[config.mk]
export PLATFORM = sky130hd
export DESIGN_NAME = gpio_ctrl
export DESIGN_NICKNAME = d
export VERILOG_FILES = /design/src/rtl/gpio_ctrl.sv
export SDC_FILE = /design/constraint.sdc
export NUM_CORES = 1
export LEC_CHECK = 0
export ABC_AREA = 1
export BUFFER_PORTS_ARGS = -buffer_cell sky130_fd_sc_hd__buf_2
export CAP_MARGIN = 40
export CORE_MARGIN = 3
export CORE_UTILIZATION = 40
export DETAILED_ROUTE_END_ITERATION = 7
export PLACE_DENSITY = 0.69
export SLEW_MARGIN = 0
export SYNTH_ARGS = -nofsm -noshare
export SYNTH_HDL_FRONTEND = slang
export SYNTH_SLANG_ARGS = --single-unit
[constraint.sdc]
create_clock -name clk -period 1.4 [get_ports clk]
set_clock_uncertainty 0.15 [all_clocks]
set_input_delay 0.07 -clock clk [delete_from_list [all_inputs] [get_ports clk]]
set_output_delay 0.07 -clock clk [all_outputs]
set_load 0.005 [all_outputs]
[src/rtl/gpio_ctrl.sv]
// GPIO controller: per-pin direction, atomic set/clear of outputs, synchronised
// inputs and per-pin edge interrupts behind an 8-word register file.
module gpio_ctrl #(
  parameter int unsigned WIDTH       = 32,
  parameter int unsigned SYNC_STAGES = 2
) (
  input  logic             clk,
  input  logic             reset,
  input  logic             we,
  input  logic             re,
  input  logic [2:0]       addr,
  input  logic [31:0]      data_in,
  output logic [31:0]      data_out,
  input  logic [WIDTH-1:0] gpio_in,
  output logic [WIDTH-1:0] gpio_out,
  output logic [WIDTH-1:0] gpio_oe,
  output logic             irq
);

  localparam int unsigned DW = 32;

  localparam logic [2:0] ADDR_OUT     = 3'd0;
  localparam logic [2:0] ADDR_DIR     = 3'd1;
  localparam logic [2:0] ADDR_IN      = 3'd2;
  localparam logic [2:0] ADDR_IEN     = 3'd3;
  localparam logic [2:0] ADDR_ITYPE   = 3'd4;
  localparam logic [2:0] ADDR_STAT    = 3'd5;
  localparam logic [2:0] ADDR_OUT_SET = 3'd6;
  localparam logic [2:0] ADDR_OUT_CLR = 3'd7;

  logic [WIDTH-1:0] out_q, out_d;
  logic [WIDTH-1:0] dir_q, dir_d;
  logic [WIDTH-1:0] ien_q, ien_d;
  logic [WIDTH-1:0] itype_q, itype_d;
  logic [WIDTH-1:0] stat_q, stat_d;
  logic [WIDTH-1:0] prev_q, prev_d;
  logic [SYNC_STAGES-1:0][WIDTH-1:0] sync_q, sync_d;
  logic [DW-1:0]    data_out_q, data_out_d;
  logic             irq_q, irq_d;

  logic [WIDTH-1:0] wdata;
  logic [WIDTH-1:0] sync_out;
  logic [WIDTH-1:0] edge_ev;
  logic [WIDTH-1:0] stat_w1c;
  logic [DW-1:0]    rdata;

  // Synchroniser, edge detect, register writes and registered read data
  always_comb begin
    wdata     = data_in[WIDTH-1:0];
    sync_d[0] = gpio_in;
    for (int k = 1; k < int'(SYNC_STAGES); k++) begin
      sync_d[k] = sync_q[k-1];
    end
    sync_out = sync_q[SYNC_STAGES-1];
    prev_d   = sync_out;
    edge_ev  = (sync_out & ~prev_q & ~itype_q) | (~sync_out & prev_q & itype_q);

    out_d    = out_q;
    dir_d    = dir_q;
    ien_d    = ien_q;
    itype_d  = itype_q;
    stat_w1c = '0;
    if (we) begin
      case (addr)
        ADDR_OUT:     out_d    = wdata;
        ADDR_DIR:     dir_d    = wdata;
        ADDR_IEN:     ien_d    = wdata;
        ADDR_ITYPE:   itype_d  = wdata;
        ADDR_STAT:    stat_w1c = wdata;
        ADDR_OUT_SET: out_d    = out_q | wdata;
        ADDR_OUT_CLR: out_d    = out_q & ~wdata;
        default:      ;
      endcase
    end
    // A new edge beats a simultaneous clear
    stat_d = (stat_q & ~stat_w1c) | edge_ev;
    irq_d  = |(stat_d & ien_d);

    case (addr)
      ADDR_OUT:   rdata = DW'(out_q);
      ADDR_DIR:   rdata = DW'(dir_q);
      ADDR_IN:    rdata = DW'(sync_out);
      ADDR_IEN:   rdata = DW'(ien_q);
      ADDR_ITYPE: rdata = DW'(itype_q);
      ADDR_STAT:  rdata = DW'(stat_q);
      default:    rdata = '0;
    endcase
    data_out_d = re ? rdata : '0;
  end

  always_ff @(posedge clk or negedge reset) begin
    if (!reset) begin
      out_q      <= '0;
      dir_q      <= '0;
      ien_q      <= '0;
      itype_q    <= '0;
      stat_q     <= '0;
      prev_q     <= '0;
      sync_q     <= '0;
      data_out_q <= '0;
      irq_q      <= 1'b0;
    end else begin
      out_q      <= out_d;
      dir_q      <= dir_d;
      ien_q      <= ien_d;
      itype_q    <= itype_d;
      stat_q     <= stat_d;
      prev_q     <= prev_d;
      sync_q     <= sync_d;
      data_out_q <= data_out_d;
      irq_q      <= irq_d;
    end
  end

  assign data_out = data_out_q;
  assign gpio_out = out_q;
  assign gpio_oe  = dir_q;
  assign irq      = irq_q;

endmodule

# [Yosys cells after proc, flatten, opt, wreduce, memory -nomap -nowiden]
# Cells that the tools add are included.
[classes] mux=7 eq_ne=7 addsub=0 bitwise=15 div_mod_pow=0 shifts=0 n_mul=0 order_cmp=0 reduce_logical=6
[ops] cell="32-bit AND" n=7
[ops] cell="32-bit one-hot mux with 6 select lines" n=1
[ops] cell="32-bit two-way mux" n=5
[ops] cell="32-bit inverter" n=5
[ops] cell="32-bit OR" n=3
[ops] cell="32-bit one-hot mux with 3 select lines" n=1
[ops] cell="32-bit OR reduction" n=1
[ops] cell="3-bit equality test, second input constant" n=4
[ops] cell="3-bit by 2-bit equality test with 1-bit output, second input constant" n=2
[ops] cell="2-bit AND reduction" n=3
[ops] cell="3-bit by 1-bit equality test with 1-bit output, second input constant" n=1
[ops] cell="3-bit zero test" n=1
[ops] cell="3-bit nonzero test" n=1
[word_totals] mem_count=0 ff_bits=289 rom_bits=0 latch_bits=0 in_bits=71 wordCells=45 ram_bits=0

# [Depth between registers and ports, before layout]
# Gate-level depths: netlist of the first run.
[depth] word_depth=8 mapped_depth=13

# [Worst setup path after synthesis of the first run]
# No wires, ideal clock.
[synth_path] path_kind="input to register" start="input port addr[2]" end="register out_q[22] (netlist: gpio_out[22])" required_ns=1.128 cell_stages=6 slack_ns=-0.084 t_arrival_ns=1.213 setup_ns=0.122 path_cell_list="buf_2 buf_2 buf_4 nand3_1 clkbuf_1 a32o_1"
[synth_between] elab_chain_len=3
[synth_rtl] element="start: declaration" line_no="11" text="input logic [2:0] addr,"
[synth_rtl] element="3-bit equality test or 3-bit zero test (tied branches)" line_no="64" text="case (addr)"
[synth_rtl] element="3-bit nonzero test (no line)"
[synth_rtl] element="2-bit AND reduction (no line)"
[synth_rtl] element="end signal: assignment" line_no="103" text="out_q <= out_d;"
[synth_rtl] element="end: declaration" line_no="31" text="logic [WIDTH-1:0] out_q, out_d;"
# Parallel ways exist; a longest one is shown, timed or not.
# A chain may end at the register's enable or synchronous reset.

# [Worst setup path after layout of the first run]
[layout_path] start="register itype_q[17]" end="register irq_q (netlist: irq)"
[layout_between] elab_chain_len=6
[layout_rtl] element="start: declaration" line_no="34" text="logic [WIDTH-1:0] itype_q, itype_d;"
[layout_rtl] element="start signal: assignment" line_no="106" text="itype_q <= itype_d;"
[layout_rtl] element="32-bit inverter" line_no="56" text="edge_ev = (sync_out & ~prev_q & ~itype_q) | (~sync_out & prev_q & itype_q);"
[layout_rtl] element="32-bit AND" line_no="56"
[layout_rtl] element="32-bit OR *" line_no="56"
[layout_rtl] element="32-bit OR *" line_no="76" text="stat_d = (stat_q & ~stat_w1c) | edge_ev;"
[layout_rtl] element="via stat_d[17]" line_no="35" text="logic [WIDTH-1:0] stat_q, stat_d;"
[layout_rtl] element="32-bit AND *" line_no="77" text="irq_d = |(stat_d & ien_d);"
[layout_rtl] element="32-bit OR reduction *" line_no="77"
[layout_rtl] element="via irq_d" line_no="39" text="logic irq_q, irq_d;"
[layout_rtl] element="end signal: assignment" line_no="111" text="irq_q <= irq_d;"
[layout_rtl] element="end: declaration" line_no="39"
# Mark *: on every way through the listed nets, which the timed path passes. The rest lies on a longest branch.

==> results.toml, run 1 <==
[status]
outcome = "complete, but fails checks"
violations = "negative hold slack, negative setup slack"

[critical_path]
path_class = "reg2reg"
ff2ff_setup_slack_ps = -100
critPathRequiredTime_ps = 1680
worst-path-max-fanout = 4
crit_arrival_ps = 1790
endpoint_kind = "flop"
worstSetupStartpointType = "flop"

[cts]
cts_buffers = 30
clkSinkCount = 289
cts-root-buf = "clkbuf_16"
cts_buffer_depth = 3
worstSkewPairLatency_ps = 570
cts_tree = "done"
cts.clk_slew.worst_paths_ps = 60
h-tree-depth = 1

[sta]
max_freq_ghz = 0.6652
final.setup.tns_ps = -103.3
relSlewSlack_pct = 59.28
hold_viol = 141
min_period_over_period_pct = 107.4
rsz0062_at_grt = "true"
setup_viol = 1
worstMarginPinSlew_ps = 608.8
whs_ps = -81.24
finalMaxSlewViolations = 0
layout_setup_ws_ps = -103.3
fin_crit_ps = 1503

[synth]
synth.cell_area_um2 = 11990
yosys_most_used_dff = "dfrtp_1"
synth_area_leaders = "dfrtp_1 60%, nand2_1 13%, o21ai_0 6.1%, inv_1 5.3%, nand3_1 3.8%"
synth_nets = 1402
synthCells = 1331
netlist_top_cells_count = "411 x nand2_1, 289 x dfrtp_1, 168 x inv_1"
synth_seq_area_share_pct = 60.34
ys_types = 26
yosysTopAreaCellShare_pct = 60.34
ys_ff_latch = 289
synth_area_leader_cell = "dfrtp_1"
avgSynthCellArea_um2 = 9.005
synthArstFlopShare_pct = 100.0
post-synth-top-count-cell = "nand2_1"
yosys_warnings = 0
synth_edf_count = 0

[final_layout]
drive_gt1_share_pct = 22.96
area_growth_pct = 38.06
fin_nets = 1774
fin_util_pct = 56.88

[placed_design]
io_buffers = 167
hpwl_um = 24580
gp_congestion = 0.8406
place_worst_setup_slack_ps = -415.6

[floorplan]
dieArea_um2 = 32080
pin_count = 168
rows = 62
die_x_um = 179.1
die-height_um = 179.1
initial_core_util_pct = 41.20
core_um2 = 29090

[routing]
vias = 10830
antenna_left = 0
wl_met3_um = 2653
routed.top_layer = "met4"
drc_errors = 0
wirelength_met1_um = 15330
detail_route.vias_per_cell = 5.131
drt-wirelength-per-cell_um = 17.37
first_pass_iters = 6
wl_met2_um = 17550
routed_wl_um = 36650
drtIter0Drc = 796

[grt]
antenna_found_initial = 0
grt_pass1_vias = 10930
grt.overflow.total = 0
grt_start_max_net_pins = 49
track_usage_pct = 22.76
grt_first_pass_wirelength_um = 57210

[worst_hold_path]
worstHoldPathType = "in2reg"

[power]
p_per_area_nw_per_um2 = 1352
p_leak_nw = 8.396
vdd_ir_drop_max_mv = 1.248

[run]
drv_cap = 0
==> repair_timing <==
item | in CTS | in global routing
hold endpoints to repair | 514 | 14
hold buffers | 101 | 1
setup endpoints to repair | 1 | 22
pin swaps | 13 | 14
buffers inserted | 6 | 6
resized for setup | 17 | 27
==> cell type report <==
| type | count | area [um2] |
|---|---|---|
| fill | 2498 | 12540 |
| sequential | 289 | 7232 |
| multi-input combinational | 806 | 3904 |
| timing repair buffer | 405 | 3197 |
| clock buffer | 48 | 948.4 |
| inverter | 171 | 641.9 |
| tap | 384 | 480.5 |
| clock inverter | 6 | 141.4 |
| antenna | 1 | 2.502 |
==> through the flow <==
stage	hold WS [ps]	std cells	instance area, um2	power [mW]
floorplan	-375.6	1331	12040	11.60
global placement	-240.2	1942	14260	13.36
detailed placement	-238.2	1942	14260	13.47
CTS	-104.1	2103	16440	22.43
global route	-55.86	2109	16540	23.43
finish	-81.24	2110	16550	22.37
==> worst max-delay path: stages, from the launching register on <==
cell and delay, ps:
dfrtp_1 410, nand3_1 120, o21ai_1 80, inv_1 70
nand2_1 70, nand2_1 70, nand2_1 60, nor2_1 110
nand2_2 70, nor2_1 100, nand2_1 60
==> metal layers <==
layer	GRT usage, %	vias up
met1	29.85	5239
met2	38.05	422
met3	4.151	83
met4	7.990	0
met5	0	-
li1	-	5082
==> flip-flops by register name, summed over array words and instances (netlist names) <==
register  count
gpio_out     32
data_out     32
prev_d       32
prev_q       32
itype_q      32
irq           1
ien_q        32
sync_d       32
stat_q       32
gpio_oe      32
==> cell usage in the layout, fill, tap and decap left out, types with 4 or more instances in the layout <==
cell,netlist,layout
nor2_1,25,18
nand2_2,4,15
nand3_1,91,89
a31oi_1,5,5
clkbuf_8,0,13
dfrtp_1,289,289
nor2_2,2,6
o21ai_1,17,26
buf_2,24,166
buf_12,0,24
a32o_1,31,31
nor2_4,1,4
a41oi_1,22,20
inv_2,3,11
o21ai_0,147,138
clkbuf_1,33,5
inv_1,168,160
clkbuf_16,0,30
a211oi_1,8,7
o22ai_1,5,5
bufinv_16,0,4
nand2_1,411,399
buf_4,4,112
a21oi_1,27,27
dlygate4sd3_1,0,98
==> where the power goes <==
| part | switching [mW] | leakage (nW) | internal [mW] |
|---|---|---|---|
| combinational | 1.95 | 4.40 | 1.77 |
| sequential | 0.728 | 3.46 | 9.36 |
| clock | 3.24 | 0.536 | 5.34 |
==> worst paths after layout <==
path | from | end | cells past startpoint
max | itype_q[17] | irq | 10
min | we | stat_q[31] | 5
max reg2reg | itype_q[17] | irq | 10
min reg2reg | sync_d[54] | prev_d[22] | 0
max in group asynchronous | reset | ien_q[19] | 3
min in group asynchronous | reset | gpio_out[19] | 3
==> kinds of logic after synthesis <==
logic type / after synthesis / synth area share (%)
simple gates: 538 / 18.13
compound gates: 268 / 13.57
buf+inv: 236 / 7.955
flops: 289 / 60.34
(Power assumes the default switching activity.)
==> run 2, diff against run 1 <==
--- a/config.mk
+++ b/config.mk
@@ -11,8 +11,9 @@
 export CORE_MARGIN = 3
 export CORE_UTILIZATION = 40
 export DETAILED_ROUTE_END_ITERATION = 7
-export PLACE_DENSITY = 0.69
+export PLACE_DENSITY = 0.71
 export SLEW_MARGIN = 0
 export SYNTH_ARGS = -nofsm -noshare
 export SYNTH_HDL_FRONTEND = slang
 export SYNTH_SLANG_ARGS = --single-unit
+export TNS_END_PERCENT = 20
==> constraint.sdc (replaced) <==
create_clock -name clk -period 1.3 [get_ports clk]
set_clock_uncertainty 0.15 [all_clocks]
set_input_delay 0.065 -clock clk [delete_from_list [all_inputs] [get_ports clk]]
set_output_delay 0.065 -clock clk [all_outputs]
set_load 0.005 [all_outputs]
==> results.toml, run 2 (same netlist as run 1, synthesis figures left out) <==
[routing]
detail_route.vias_per_cell = 5.162
routed_wl_um = 38780
vias = 11180
drt-wirelength-per-cell_um = 17.91
antenna_left = 0
drtIter0Drc = 990
first_pass_iters = 7
drc_errors = 0

[sta]
finalMaxSlewViolations = 0
min_period_over_period_pct = 114.8
worstMarginPinSlew_ps = 668.4
final.setup.tns_ps = -1296
whs_ps = -97.12
hold_viol = 38
relSlewSlack_pct = 55.44
max_freq_ghz = 0.6702
layout_setup_ws_ps = -192.1
setup_viol = 61
rsz0062_at_grt = "true"
fin_crit_ps = 1492

[floorplan]
die-height_um = 179.1
pin_count = 168
rows = 62
dieArea_um2 = 32080
die_x_um = 179.1
core_um2 = 29090
initial_core_util_pct = 41.20

[cts]
cts.clk_slew.worst_paths_ps = 60
cts_tree = "done"
cts_hold_buf = 102
clkSinkCount = 289
cts_buffer_depth = 3
cts_buffers = 30
cts-root-buf = "clkbuf_16"
worstSkewPairLatency_ps = 560
h-tree-depth = 1

[grt]
grt_first_pass_wirelength_um = 59830
grt_start_max_net_pins = 72
track_usage_pct = 23.83
grt_pass1_vias = 11230
grt.overflow.total = 0
antenna_found_initial = 3

[run]
drv_cap = 0

[power]
p_total_mw = 24.07
power_switching_mw = 6.636
p_per_area_nw_per_um2 = 1407
p_leak_nw = 8.630
seqPwrFrac_pct = 45.2
p_int_mw = 17.43
netSwitchingFraction_pct = 27.57
clkPwrFrac_pct = 36.5
vdd_ir_drop_max_mv = 1.021
p_comb_share_pct = 18.3

[critical_path]
r2r-end = "irq"
critPathRequiredTime_ps = 1600
worstSetupStartpointType = "flop"
timing.rr.start = "prev_d[10]"
endpoint_kind = "flop"
ff2ff_setup_slack_ps = -190
worstRegToRegCells = 10
path_class = "reg2reg"
crit_arrival_ps = 1800
worst-path-max-fanout = 3

[final_layout]
fin_nets = 1828
drive_gt1_share_pct = 28.20
mostFrequentLayoutCells = "373 x nand2_1, 288 x dfrtp_1, 164 x buf_4, 162 x buf_2, 150 x inv_1"
layout_commonest_cell = "nand2_1"
area_growth_pct = 42.77
fillers = 2388

[placed_design]
hpwl_um = 25230
io_buffers = 167
gp_congestion = 0.8561

[status]
violations = "negative hold slack, negative setup slack"
outcome = "complete, but fails checks"

[worst_hold_path]
min-delay-start = "we"
hold_depth = 4
worstHoldPathType = "in2reg"
whs_endpoint = "stat_q[30]"
==> run 2: how the worst max path moves through the flow <==
stage          cells past startpoint       start  end
6_report                          10  prev_d[10]  irq
5_1_grt                           11   prev_d[7]  irq
4_1_cts                           11   prev_d[7]  irq
3_5_place_dp                      13          we  irq
3_3_place_gp                      12     addr[2]  irq
2_1_floorplan                     13     addr[1]  irq
==> run 2: metrics by stage <==
step | hold slack [ps] | utilization (%) | worst slack (ps) | std cells | instance area [um2]
after global placement | -227.7 | 50.13 | -490.1 | 1981 | 14580
after floorplan | -380.6 | - | -87.08 | 1331 | 12050
after CTS | -139.5 | 57.82 | -171.6 | 2156 | 16820
after detailed placement | -230.8 | 50.13 | -493.8 | 1981 | 14580
after global routing | -84.00 | 58.82 | -309.2 | 2165 | 17110
final | -97.12 | 58.82 | -192.1 | 2165 | 17110
==> run 2: what timing repair did <==
action	in CTS	in global routing
endpoints found under the hold margin	514	16
buffers inserted	18	11
endpoints found under the setup margin	74	309
resized for setup	22	96
pin swaps	16	38
==> run 2: metal layers <==
metal / wire length [um] / GRT usage (%) / part of all wire (%) / vias up
met2: 18600 / 39.81 / 48 / 509
li1: - / - / - / 5158
met5: 27 / 0 / 0.070 / -
met3: 3053 / 3.706 / 7.9 / 119
met1: 15570 / 31.29 / 40 / 5386
met4: 1526 / 9.311 / 3.9 / 4
==> run 2: cell type report <==
class	count	area (um2)	area share, %
diodes	1	2.502	0.01462
clock buffers	49	933.4	5.455
clock inverters	6	82.58	0.4826
inverters	171	641.9	3.751
multi-input cells	806	4079	23.84
flip-flops and latches	289	7233	42.27
well taps	384	480.5	2.808
repair buffers	459	3659	21.38
==> run 2: critical path, stage by stage (launching register included) <==
cell and delay (ps):
dfrtp_2 450, nand2_2 90, o21ai_1 70, inv_1 100
nand2_2 70, nand2_2 80, nand2_2 70, nor2_4 120
nand2_2 60, nor2_1 90, nand2_1 50
==> run 2: power by group through the flow <==
stage / Combinational, mW / Clock (mW) / Sequential [mW]
floorplan: 1.65 / 0 / 10.9
global placement: 3.59 / 0 / 10.9
CTS: 4.17 / 8.96 / 10.8
detailed placement: 3.69 / 0 / 11.0
global route: 4.85 / 9.28 / 11.0
finish: 4.40 / 8.79 / 10.9
